--- src/rtl/uart_pkg.sv ---
// Shared UART definitions: state encoding, oversampling constants, default frame width.
package uart_pkg;

  typedef enum logic [2:0] {
    StIdle,
    StStart,
    StData,
    StStop,
    StBreak
  } uart_state_e;

  localparam int unsigned OVERSAMPLE = 16;
  localparam logic [3:0]  LAST_TICK  = 4'd15;
  localparam int unsigned FRAME_BITS = 8;

  function automatic logic maj3(input logic a, input logic b, input logic c);
    return (a & b) | (a & c) | (b & c);
  endfunction

endpackage

--- src/rtl/uart_sync2.sv ---
// Two-flop synchronizer for an asynchronous, idle-high input pin.
module uart_sync2 (
  input  logic clk,
  input  logic reset,
  input  logic d,
  output logic q
);

  logic meta;

  always_ff @(posedge clk or negedge reset) begin
    if (!reset) begin
      meta <= 1'b1;
      q    <= 1'b1;
    end else begin
      meta <= d;
      q    <= meta;
    end
  end

endmodule

--- src/rtl/uart_rx.sv ---
// 8N1 UART receiver with 16x oversampling and stop-bit framing check.
// Define UART_RX_MAJORITY_EN for 2-of-3 majority sampling of data and stop bits.
module uart_rx
  import uart_pkg::*;
#(
  parameter int unsigned DATA_BITS  = FRAME_BITS,
  parameter int unsigned SAMPLE_MID = 7
) (
  input  logic                 clk,
  input  logic                 reset,
  input  logic                 i_clk_rx,
  input  logic                 i_rxd,
  output logic [DATA_BITS-1:0] o_data,
  output logic                 o_rx_valid,
  output logic                 o_frame_err,
  output logic                 o_busy
);

  localparam int unsigned     IdxW    = (DATA_BITS > 1) ? $clog2(DATA_BITS) : 1;
  localparam logic [3:0]      MidTick = 4'(SAMPLE_MID);
  localparam logic [IdxW-1:0] LastIdx = IdxW'(DATA_BITS - 1);

  logic                 rxd_s;
  uart_state_e          state;
  logic [3:0]           cnt;
  logic [IdxW-1:0]      bit_idx;
  logic [DATA_BITS-1:0] shreg;
`ifdef UART_RX_MAJORITY_EN
  logic [1:0]           samp;
  logic                 pend;
  logic                 stop_pend;
`endif

  uart_sync2 u_sync (
    .clk   (clk),
    .reset (reset),
    .d     (i_rxd),
    .q     (rxd_s)
  );

  always_ff @(posedge clk or negedge reset) begin
    if (!reset) begin
      state       <= StIdle;
      cnt         <= 4'd0;
      bit_idx     <= '0;
      shreg       <= '0;
      o_data      <= '0;
      o_rx_valid  <= 1'b0;
      o_frame_err <= 1'b0;
      o_busy      <= 1'b0;
`ifdef UART_RX_MAJORITY_EN
      samp        <= 2'b00;
      pend        <= 1'b0;
      stop_pend   <= 1'b0;
`endif
    end else begin
      o_rx_valid  <= 1'b0;
      o_frame_err <= 1'b0;
      unique case (state)
        StIdle: begin
          if (!rxd_s) begin
            state  <= StStart;
            cnt    <= 4'd0;
            o_busy <= 1'b1;
          end
        end
        StStart: begin
          if (i_clk_rx) begin
            if (cnt == MidTick) begin
              cnt <= 4'd0;
              if (rxd_s) begin
                state  <= StIdle;
                o_busy <= 1'b0;
              end else begin
                state   <= StData;
                bit_idx <= '0;
`ifdef UART_RX_MAJORITY_EN
                pend      <= 1'b0;
                stop_pend <= 1'b0;
`endif
              end
            end else begin
              cnt <= cnt + 4'd1;
            end
          end
        end
`ifdef UART_RX_MAJORITY_EN
        // Bit k is resolved on the cnt==0 tick of the following bit period.
        StData: begin
          if (i_clk_rx) begin
            cnt <= cnt + 4'd1;
            if (cnt == 4'd0 && pend) begin
              shreg <= {maj3(samp[0], samp[1], rxd_s), shreg[DATA_BITS-1:1]};
              pend  <= 1'b0;
            end
            if (cnt == LAST_TICK - 4'd1) samp[0] <= rxd_s;
            if (cnt == LAST_TICK) begin
              samp[1] <= rxd_s;
              pend    <= 1'b1;
              if (bit_idx == LastIdx) begin
                bit_idx <= '0;
                state   <= StStop;
              end else begin
                bit_idx <= bit_idx + 1'b1;
              end
            end
          end
        end
        StStop: begin
          if (i_clk_rx) begin
            cnt <= cnt + 4'd1;
            if (cnt == 4'd0 && pend) begin
              pend <= 1'b0;
              if (stop_pend) begin
                stop_pend <= 1'b0;
                cnt       <= 4'd0;
                if (maj3(samp[0], samp[1], rxd_s)) begin
                  o_data     <= shreg;
                  o_rx_valid <= 1'b1;
                  state      <= StIdle;
                  o_busy     <= 1'b0;
                end else begin
                  o_frame_err <= 1'b1;
                  state       <= StBreak;
                end
              end else begin
                shreg <= {maj3(samp[0], samp[1], rxd_s), shreg[DATA_BITS-1:1]};
              end
            end
            if (cnt == LAST_TICK - 4'd1) samp[0] <= rxd_s;
            if (cnt == LAST_TICK) begin
              samp[1]   <= rxd_s;
              pend      <= 1'b1;
              stop_pend <= 1'b1;
            end
          end
        end
`else
        StData: begin
          if (i_clk_rx) begin
            cnt <= cnt + 4'd1;
            if (cnt == LAST_TICK) begin
              shreg <= {rxd_s, shreg[DATA_BITS-1:1]};
              if (bit_idx == LastIdx) begin
                bit_idx <= '0;
                state   <= StStop;
              end else begin
                bit_idx <= bit_idx + 1'b1;
              end
            end
          end
        end
        StStop: begin
          if (i_clk_rx) begin
            cnt <= cnt + 4'd1;
            if (cnt == LAST_TICK) begin
              cnt <= 4'd0;
              if (rxd_s) begin
                o_data     <= shreg;
                o_rx_valid <= 1'b1;
                state      <= StIdle;
                o_busy     <= 1'b0;
              end else begin
                o_frame_err <= 1'b1;
                state       <= StBreak;
              end
            end
          end
        end
`endif
        // Hold here while the line stays low so a break cannot retrigger frames.
        StBreak: begin
          if (rxd_s) begin
            state  <= StIdle;
            o_busy <= 1'b0;
          end
        end
        default: begin
          state  <= StIdle;
          o_busy <= 1'b0;
        end
      endcase
    end
  end

endmodule

--- config.mk ---
export PLATFORM = sky130hd
export DESIGN_NAME = uart_rx
export DESIGN_NICKNAME = d
export VERILOG_FILES = /design/src/rtl/uart_pkg.sv /design/src/rtl/uart_sync2.sv /design/src/rtl/uart_rx.sv
export SDC_FILE = /design/constraint.sdc
export NUM_CORES = 1
export LEC_CHECK = 0
export ABC_AREA = 1
export CORE_MARGIN = 2
export CORE_UTILIZATION = 41
export CTS_CLUSTER_SIZE = 24
export DETAILED_ROUTE_END_ITERATION = 10
export SYNTH_ARGS = -nofsm -noshare
export SYNTH_HDL_FRONTEND = slang
export SYNTH_SLANG_ARGS = --single-unit
--- constraint.sdc ---
create_clock -name clk -period 1.3 [get_ports clk]
set_input_delay 0.26 -clock clk [delete_from_list [all_inputs] [get_ports clk]]
set_output_delay 0.26 -clock clk [all_outputs]
set_load 0.1 [all_outputs]
# Yosys cells after proc, flatten, opt, wreduce, memory -nomap -nowiden
# Cells that the tools add are included.
# totals
ff_bits	31
latchBits	0
ramBits	0
romBits	0
inputBits	4
mem_count	0
# op_classes
n_addsub	2
n_mul	0
n_div	0
magnitude_cmp	0
n_eq_ne	17
n_shift	0
mux	41
n_bitwise	1
reduce_logical	9
# ops
cell	n
2-to-1 mux 3 bit	16
2-to-1 mux 4 bit	6
inequality test 2 bit, second input constant	9
one-hot mux 4 bit (4 select lines)	1
one-hot mux 3 bit (5 select lines)	1
2-to-1 mux 1 bit	14
AND reduction 6 bit	2
AND reduction 9 bit	1
equality test 3 x 2 -> 1 bit, second input constant	2
equality test 3 bit, second input constant	2
one-hot mux 3 bit (2 select lines)	1
one-hot mux 1 bit (5 select lines)	1
AND reduction 5 bit	1
adder 4 x 1 -> 4 bit, second input constant	1
equality test 4 x 3 -> 1 bit, second input constant	1
equality test 4 bit, second input constant	1
AND reduction 4 bit	1
nonzero test 4 bit	1
adder 3 x 1 -> 3 bit, second input constant	1
equality test 3 x 1 -> 1 bit, second input constant	1
logical NOT 3 bit	1
AND reduction 3 bit	1
2-to-1 mux 2 bit	1
inequality test 2 x 1 -> 1 bit, second input constant	1
other kinds (2)	2

# Logic depth before layout (Yosys ltp)
# Gate-level depths: netlist of the first run.
# depth
word_depth	5
mapped_depth	10
ltp_nobuf	10

# Modules after synthesis
# A second synthesis of the first run with hierarchy kept.
# unflattened
cells_unflattened	172
hier_area_um2	1542.7
# by_module_without_submodules
module	n_inst	cells_each	area_per_inst_um2	seq_area_each_um2
uart_rx	1	170	1490.2	725.7
uart_sync2	1	2	52.6	52.6

# Worst setup path after synthesis of the first run
# OpenSTA, ideal clock, no wires.
# synth_path
path_kind	reg-to-reg
startpoint	register cnt[0]
endpoint	register o_data[4]
arrival_time_ns	1.223
required_ns	1.178
path_slack_ns	-0.045
path_stages_with_launch	8
cell_sequence	dfrtp_1 ha_1 nand3_2 nor2_4 nand3_4 buf_6 nand2_1 o21ai_2
# synth_via
elab_chain_len	2
# synth_lines
element	line	source
start: declaration	uart_rx.sv:25	logic [3:0] cnt;
start signal: assignment	uart_rx.sv:83	cnt <= cnt + 4'd1;
start signal: assignment	uart_rx.sv:141	cnt <= cnt + 4'd1;
start signal: assignment	uart_rx.sv:155	cnt <= cnt + 4'd1;
equality test 4 bit	uart_rx.sv:156	if (cnt == LAST_TICK) begin
AND reduction 4 bit (no line)	n/a	
end signal: assignment	uart_rx.sv:159	o_data <= shreg;
end: declaration	uart_rx.sv:13	output logic [DATA_BITS-1:0] o_data,
# Every way passes these cells.
# A chain may end at the register's enable or synchronous reset.

# Final worst setup path of the first run
# layout_path
startpoint	register cnt[0]
endpoint	register o_data[0]
# The elaborated chain is that of the path after synthesis.

==> results of run 1 <==
## cell type report
| cell class | count | share of cell area [%] |
|---|---|---|
| Clock buffer | 7 | 4.35 |
| Multi-Input combinational cell | 119 | 35.5 |
| Timing Repair Buffer | 35 | 18.8 |
| Clock inverter | 1 | 0.339 |
| Tap cell | 48 | 2.71 |
| Sequential cell | 31 | 35.3 |
| Inverter | 18 | 3.05 |
## report_power, final
group	switching (W)	total (W)	leakage [nW]	internal, W
Sequential	0.000148	0.00121	0.416	0.00106
Clock	0.000381	0.000862	0.0505	0.000481
Combinational	0.000786	0.00135	0.552	0.000567
## placed cells by master, fill, tap and decap left out, drive strengths merged
cell and instances:
a21oi 1, buf 32, clkbuf 7, clkdlybuf4s50 3
clkinvlp 1, dfrtp 29, dfstp 2, ha 3
inv 18, nand2 56, nand3 15, nand3b 2
nand4 2, nor2 15, nor3 3, o211ai 2
o21ai 19, xor2 1
## cell families after synthesis
logic type | count (synthesis) | share of synthesized area, %
XOR/XNOR | 1 | 0.556
flip-flops | 31 | 49.4
adder cells (fa/ha/maj) | 3 | 2.38
AO/OA/AOI/OAI | 22 | 11.1
buffers and inverters | 22 | 7.14
AND/OR/NAND/NOR | 92 | 29.4
## timing repair
| action | 4_1_cts | 5_1_grt |
|---|---|---|
| endpoints found under the setup margin | 25 | 29 |
| hold buffers | 0 | 0 |
| cloned | 1 | 0 |
| pin swaps | 10 | 6 |
| resized for setup | 19 | 11 |
| setup buffers | 3 | 4 |
## through the flow
stage | TNS [ps] | hold slack (ps) | instances
CTS | -1540 | 317 | 255
global route | -3200 | 323 | 259
finish | -1010 | 305 | 259
floorplan | -81.7 | -35.6 | 171
detailed placement | -7050 | 347 | 243
global placement | -5950 | 347 | 243
## routing by layer
metal	vias to the layer above	track usage (%)	wire (um)
met3	7	6.47	118
met1	603	24.0	1500
met4	0	7.91	67
met2	18	27.0	1580
li1	632	-	-
met5	-	0	0
## state kept, by name, summed over array words and instances (netlist names)
register and count:
o_busy 1, o_frame_err 1, shreg 8, bit_idx 3, o_rx_valid 1, u_sync.meta 1, cnt 4, o_data 8
u_sync.q 1, state 3
## final timing paths
| kind | cells past startpoint | from | endpoint |
|---|---|---|---|
| hold / removal | 2 | reset | o_busy$_DFFE_PN0P_ |
| setup reg to reg | 7 | cnt[0]$_DFFE_PN0P_ | o_data[0]$_DFFE_PN0P_ |
| min in group clk | 0 | u_sync.meta$_DFF_PN1_ | u_sync.q$_DFF_PN1_ |
| setup / recovery | 7 | cnt[0]$_DFFE_PN0P_ | o_data[0]$_DFFE_PN0P_ |
| max in group asynchronous | 2 | reset | u_sync.q$_DFF_PN1_ |
| hold reg to reg | 0 | u_sync.meta$_DFF_PN1_ | u_sync.q$_DFF_PN1_ |
==> flow_metrics.tcl, run 1 <==
set metrics [dict create \
    dr.pass1.iters 4 \
    setup_violations 22 \
    max-clock-path-buffers 2 \
    cp_data_arrival_time_ps 1560 \
    synth_area_um2 1580 \
    crit_fanout 8 \
    wl_per_cell_um 12.6 \
    grt_pass1_wl_mm 5.86 \
    via_count 1260 \
    fillers 308 \
    violations "setup timing" \
    slew_headroom_pct 81.3 \
    path_cells "ha_4 -> nand3_2 -> nor2_4 -> buf_6 -> nand3_4 -> nand2_1 -> nand2_1" \
    ys_warn_count 0 \
    cts_sinks 31 \
    synth_top_area_share_pct 46.0 \
    start_util_pct 42.7 \
    setup_ws_ps -74.2 \
    fmax_ghz 0.728 \
    antenna_left 0 \
    synthCells 171 \
    r2r_slack_ps -70 \
    leakagePower_nw 1.02 \
    async_flop_share_pct 100 \
    avgViaCountPerCell 4.86 \
    fin_worst_skew_ps 5.76 \
    drv_cap 0 \
    min_path_type "primary input to asynchronous set/reset pin" \
    syn2layout_area_growth_pct 40.5 \
    yosysMostFrequentCell "nand2_1" \
    core_um2 3690 \
    clkLatencyLatePin_ps 290 \
    final_hold_viol_count 0 \
    ys.flop_type "dfrtp_1" \
    grt_pass1_vias 1262 \
    place.port_buffers 14 \
    tightest_slew_ps 279 \
    cts_buffers 5 \
    place_congestion 0.879 \
    status "complete, but fails checks" \
    area.sequential_um2 782 \
    multi_input_comb_area_um2 786 \
    cp_data_required_time_ps 1480 \
    fin_crit_ps 1370 \
    path_class "register to register" \
    max_stage_delay_ps 400 \
    grt.overflow.total 0 \
    crit_path_end_kind "register" \
    rsz0062_at_grt "yes" \
    power_density_nw_per_um2 1550 \
    htree_levels 2 \
    synth_edf_count 0 \
    synth-seq-area-share_pct 49.4 \
    drt_iter0_markers 64 \
    crit_buf_inv 1 \
    avgSynthCellArea_um2 9.22 \
    rows 22 \
    slowest_stage "dfrtp_1" \
    clk_pin_slew_ps 70 \
    total_power_w 0.00343 \
    antenna_found_initial 0 \
    synthTopCellsByCount "nand2_1 (52), dfrtp_1 (29), o21ai_2 (15)" \
    die_w_um 66.0 \
    ir_drop_mv 0.810 \
    drc 0 \
    tritoncts "yes" \
    synth_seq_cells 31 \
    synth_nets 178 \
    wirelength_mm 3.27 \
    synthTopCellsByArea "dfrtp_1 (46%), nand2_1 (12%), o21ai_2 (8.3%)" \
    fin_util_pct 60.0 \
    finalCritPeriodShare_pct 106 \
    track_usage_pct 18.2 \
    critical_path.top_delay_family "simple AND/OR/NAND/NOR gates" \
    cp_common_cell "nand2_1" \
    critPathLaunchType "register" \
    finalMaxSlewViolations 0 \
    dpl.hpwl_mm 2.23 \
    synth_top_area_cell "dfrtp_1" \
    nets 217 \
    root_buffer "clkbuf_8" \
    post_dp_cell_area_um2 1950 \
    n_antenna_cell 0 \
    die_area_um2 4360 \
    drive_gt1_share_pct 48.3 \
    yosysUniqueCellTypes 24 \
    die_h_um 66.0 \
    final_area_um2 2210 \
    place_ws_ps -335 \
    pin_count 15 \
    grt_max_degree 19 \
]
No activity file was read; power rests on OpenSTA's default activity.
==> run 2, diff against run 1 <==
- ABC_AREA: 1 -> not set
==> flow_metrics.tcl, run 2 <==
set metrics [dict create \
    status "complete, but fails checks" \
    violations "setup timing" \
    root_buffer "clkbuf_4" \
    rows 21 \
    nets 165 \
    switching_power_w 0.000987 \
    track_usage_pct 17.1 \
    antenna_left 0 \
    holdBufCountCts 0 \
    power_frac_clock_pct 19.2 \
    avgSynthCellArea_um2 12.5 \
    die_w_um 63.5 \
    synth_area_um2 1450 \
    die_h_um 63.5 \
    crit_fanout 5 \
    clkLatencyLatePin_ps 330 \
    clk_pin_slew_ps 110 \
    cts_sinks 31 \
    crit_path_end_kind "register" \
    cts_buffers 5 \
    dr.pass1.iters 2 \
    rsz0062_at_grt "yes" \
    grt.overflow.total 0 \
    drv_cap 0 \
    synth_seq_cells 31 \
    synth_top_area_cell "dfrtp_1" \
    yosysMostFrequentCell "dfrtp_1" \
    numPlacedInstances 195 \
    grt_pass1_wl_mm 5.31 \
    ys.flop_type "dfrtp_1" \
    grt_max_degree 32 \
    max-clock-path-buffers 2 \
    cp_data_required_time_ps 1520 \
    dpl.hpwl_mm 2.09 \
    power_frac_comb_pct 37.8 \
    setup_violations 24 \
    tritoncts "yes" \
    n_antenna_cell 0 \
    reg.largest.list "o_data: 8 flops, shreg: 8 flops, cnt: 4 flops" \
    avgViaCountPerCell 5.17 \
    ir_drop_mv 0.895 \
    min_path_type "primary input to asynchronous set/reset pin" \
    drive_gt1_share_pct 49.1 \
    core_um2 3360 \
    synthTopCellsByArea "dfrtp_1 (50%), mux2_2 (13%), dfstp_2 (3.6%)" \
    hold_slack_ps 274 \
    grt_pass1_vias 1108 \
    fmax_ghz 0.645 \
    yosysUniqueCellTypes 38 \
    drc 0 \
    area.sequential_um2 779 \
    swShare_pct 35.2 \
    multi_input_comb_area_um2 706 \
    die_area_um2 4030 \
    wl_per_cell_um 14.3 \
    synthTopCellsByCount "dfrtp_1 (29), mux2_2 (17), nand2_1 (8)" \
    setup_ws_ps -252 \
    start_util_pct 43.2 \
    htree_levels 2 \
    final_cell_mix "dfrtp_1 (28), buf_4 (23), buf_12 (13)" \
    async_flop_share_pct 100 \
    place.port_buffers 14 \
    fin_worst_skew_ps 18.2 \
    synth-seq-area-share_pct 53.6 \
    leakagePower_nw 0.996 \
    ys_warn_count 0 \
    cp_data_arrival_time_ps 1770 \
    fin_crit_ps 1550 \
    slew_headroom_pct 72.6 \
    via_count 1059 \
    critPathLaunchType "register" \
    tightest_slew_ps 407 \
    pin_count 15 \
    wirelength_mm 2.94 \
    place_congestion 0.794 \
    power_frac_seq_pct 43.0 \
    synth_top_area_share_pct 50.0 \
    synth_edf_count 0 \
    power_density_nw_per_um2 1350 \
    fillers 294 \
    syn2layout_area_growth_pct 42.6 \
    synth_nets 123 \
    finalCritPeriodShare_pct 119 \
    fin_cells 205 \
    path_class "register to register" \
    synthCells 116 \
    drt_iter0_markers 48 \
    final_hold_viol_count 0 \
    mostFrequentLayoutCell "dfrtp_1" \
    finalMaxSlewViolations 0 \
    antenna_found_initial 0 \
    p_int_w 0.00182 \
]
[run 2: cell types whose count changed in the layout (fill, tap and decap cells not counted), moves of 4 or more]
cell	before	now
clkbuf_8	7	0
buf_4	19	23
nand3_1	9	2
mux2_4	0	9
nand2_1	40	8
a21oi_1	0	5
nand2_2	15	0
clkbuf_4	0	5
o21ai_2	16	0
inv_1	11	4
mux2_2	0	9
nor2_4	6	1
inv_2	7	0
[run 2: what timing repair did]
| action | CTS | global route |
|---|---|---|
| setup buffers | 1 | 0 |
| gates cloned | 0 | 1 |
| pin swaps | 7 | 6 |
| setup endpoints to repair | 26 | 28 |
| resized for setup | 11 | 1 |
[run 2: power groups by stage]
stage | logic (W) | clock network, W | registers [W]
after CTS | 0.00104 | 0.000552 | 0.00121
after global routing | 0.00117 | 0.000606 | 0.00123
after detailed placement | 0.00101 | 0 | 0.00123
final | 0.00106 | 0.000537 | 0.00121
after global placement | 0.000986 | 0 | 0.00122
after floorplan | 0.000541 | 0 | 0.00129
[run 2: worst paths after layout]
| kind | from | endpoint | slack (ps) | depth (start not counted) |
|---|---|---|---|---|
| hold / removal | reset | state[0]$_DFFE_PN0P_ | 270 | 2 |
| max in group asynchronous | reset | u_sync.meta$_DFF_PN1_ | 760 | 2 |
| hold reg to reg | u_sync.meta$_DFF_PN1_ | u_sync.q$_DFF_PN1_ | 340 | 0 |
| min in group clk | u_sync.meta$_DFF_PN1_ | u_sync.q$_DFF_PN1_ | 340 | 0 |
| setup reg to reg | cnt[1]$_DFFE_PN0P_ | bit_idx[0]$_DFFE_PN0P_ | -250 | 5 |
| setup / recovery | cnt[1]$_DFFE_PN0P_ | bit_idx[0]$_DFFE_PN0P_ | -250 | 5 |
[run 2: final cells by class]
class,count,share of cell area (%)
Sequential cell,31,37.7
Multi-Input combinational cell,77,34.1
Timing Repair Buffer,39,22.3
Tap cell,46,2.78
Clock buffer,7,2.18
Inverter,4,0.726
Clock inverter,1,0.242
[run 2: logic make-up (layout without fill, tap and decap cells)]
| family | count (synthesis) | in the layout | share of synthesized area (%) |
|---|---|---|---|
| and+or+nand+nor | 37 | 38 | 17.0 |
| DFF | 31 | 31 | 53.6 |
| muxes | 20 | 20 | 15.6 |
| AOI/OAI and AO/OA | 16 | 16 | 7.41 |
| buffers and inverters | 9 | 51 | 3.79 |
| adders and majority gates | 3 | 3 | 2.59 |
[run 2: metal layers]
layer / track usage, % / vias to the layer above / share of wire, %
li1: - / 506 / -
met1: 20.5 / 537 / 43
met2: 29.7 / 14 / 53
met3: 5.54 / 2 / 3.3
met4: 4.08 / 0 / 0.41
met5: 0 / - / 0
[run 2: stage by stage]
step                      utilization [%]  cell area (um^2)  setup TNS (ps)  worst slack [ps]  total power, W
after floorplan                         -              1490           -3500              -192         0.00184
after global placement               58.3              1960          -12370              -558         0.00221
after detailed placement             58.3              1960          -13280              -615         0.00224
after CTS                            61.0              2050           -4510              -260         0.00280
after global routing                 61.5              2070           -6520              -330         0.00301
final                                61.5              2070           -4340              -252         0.00280
[run 2: worst max-delay path, stage by stage (launching register included)]
cell and delay (ps):
dfrtp_1 400, ha_4 180, nand4_4 140, or2_0 240, a21o_1 200, mux2_4 300
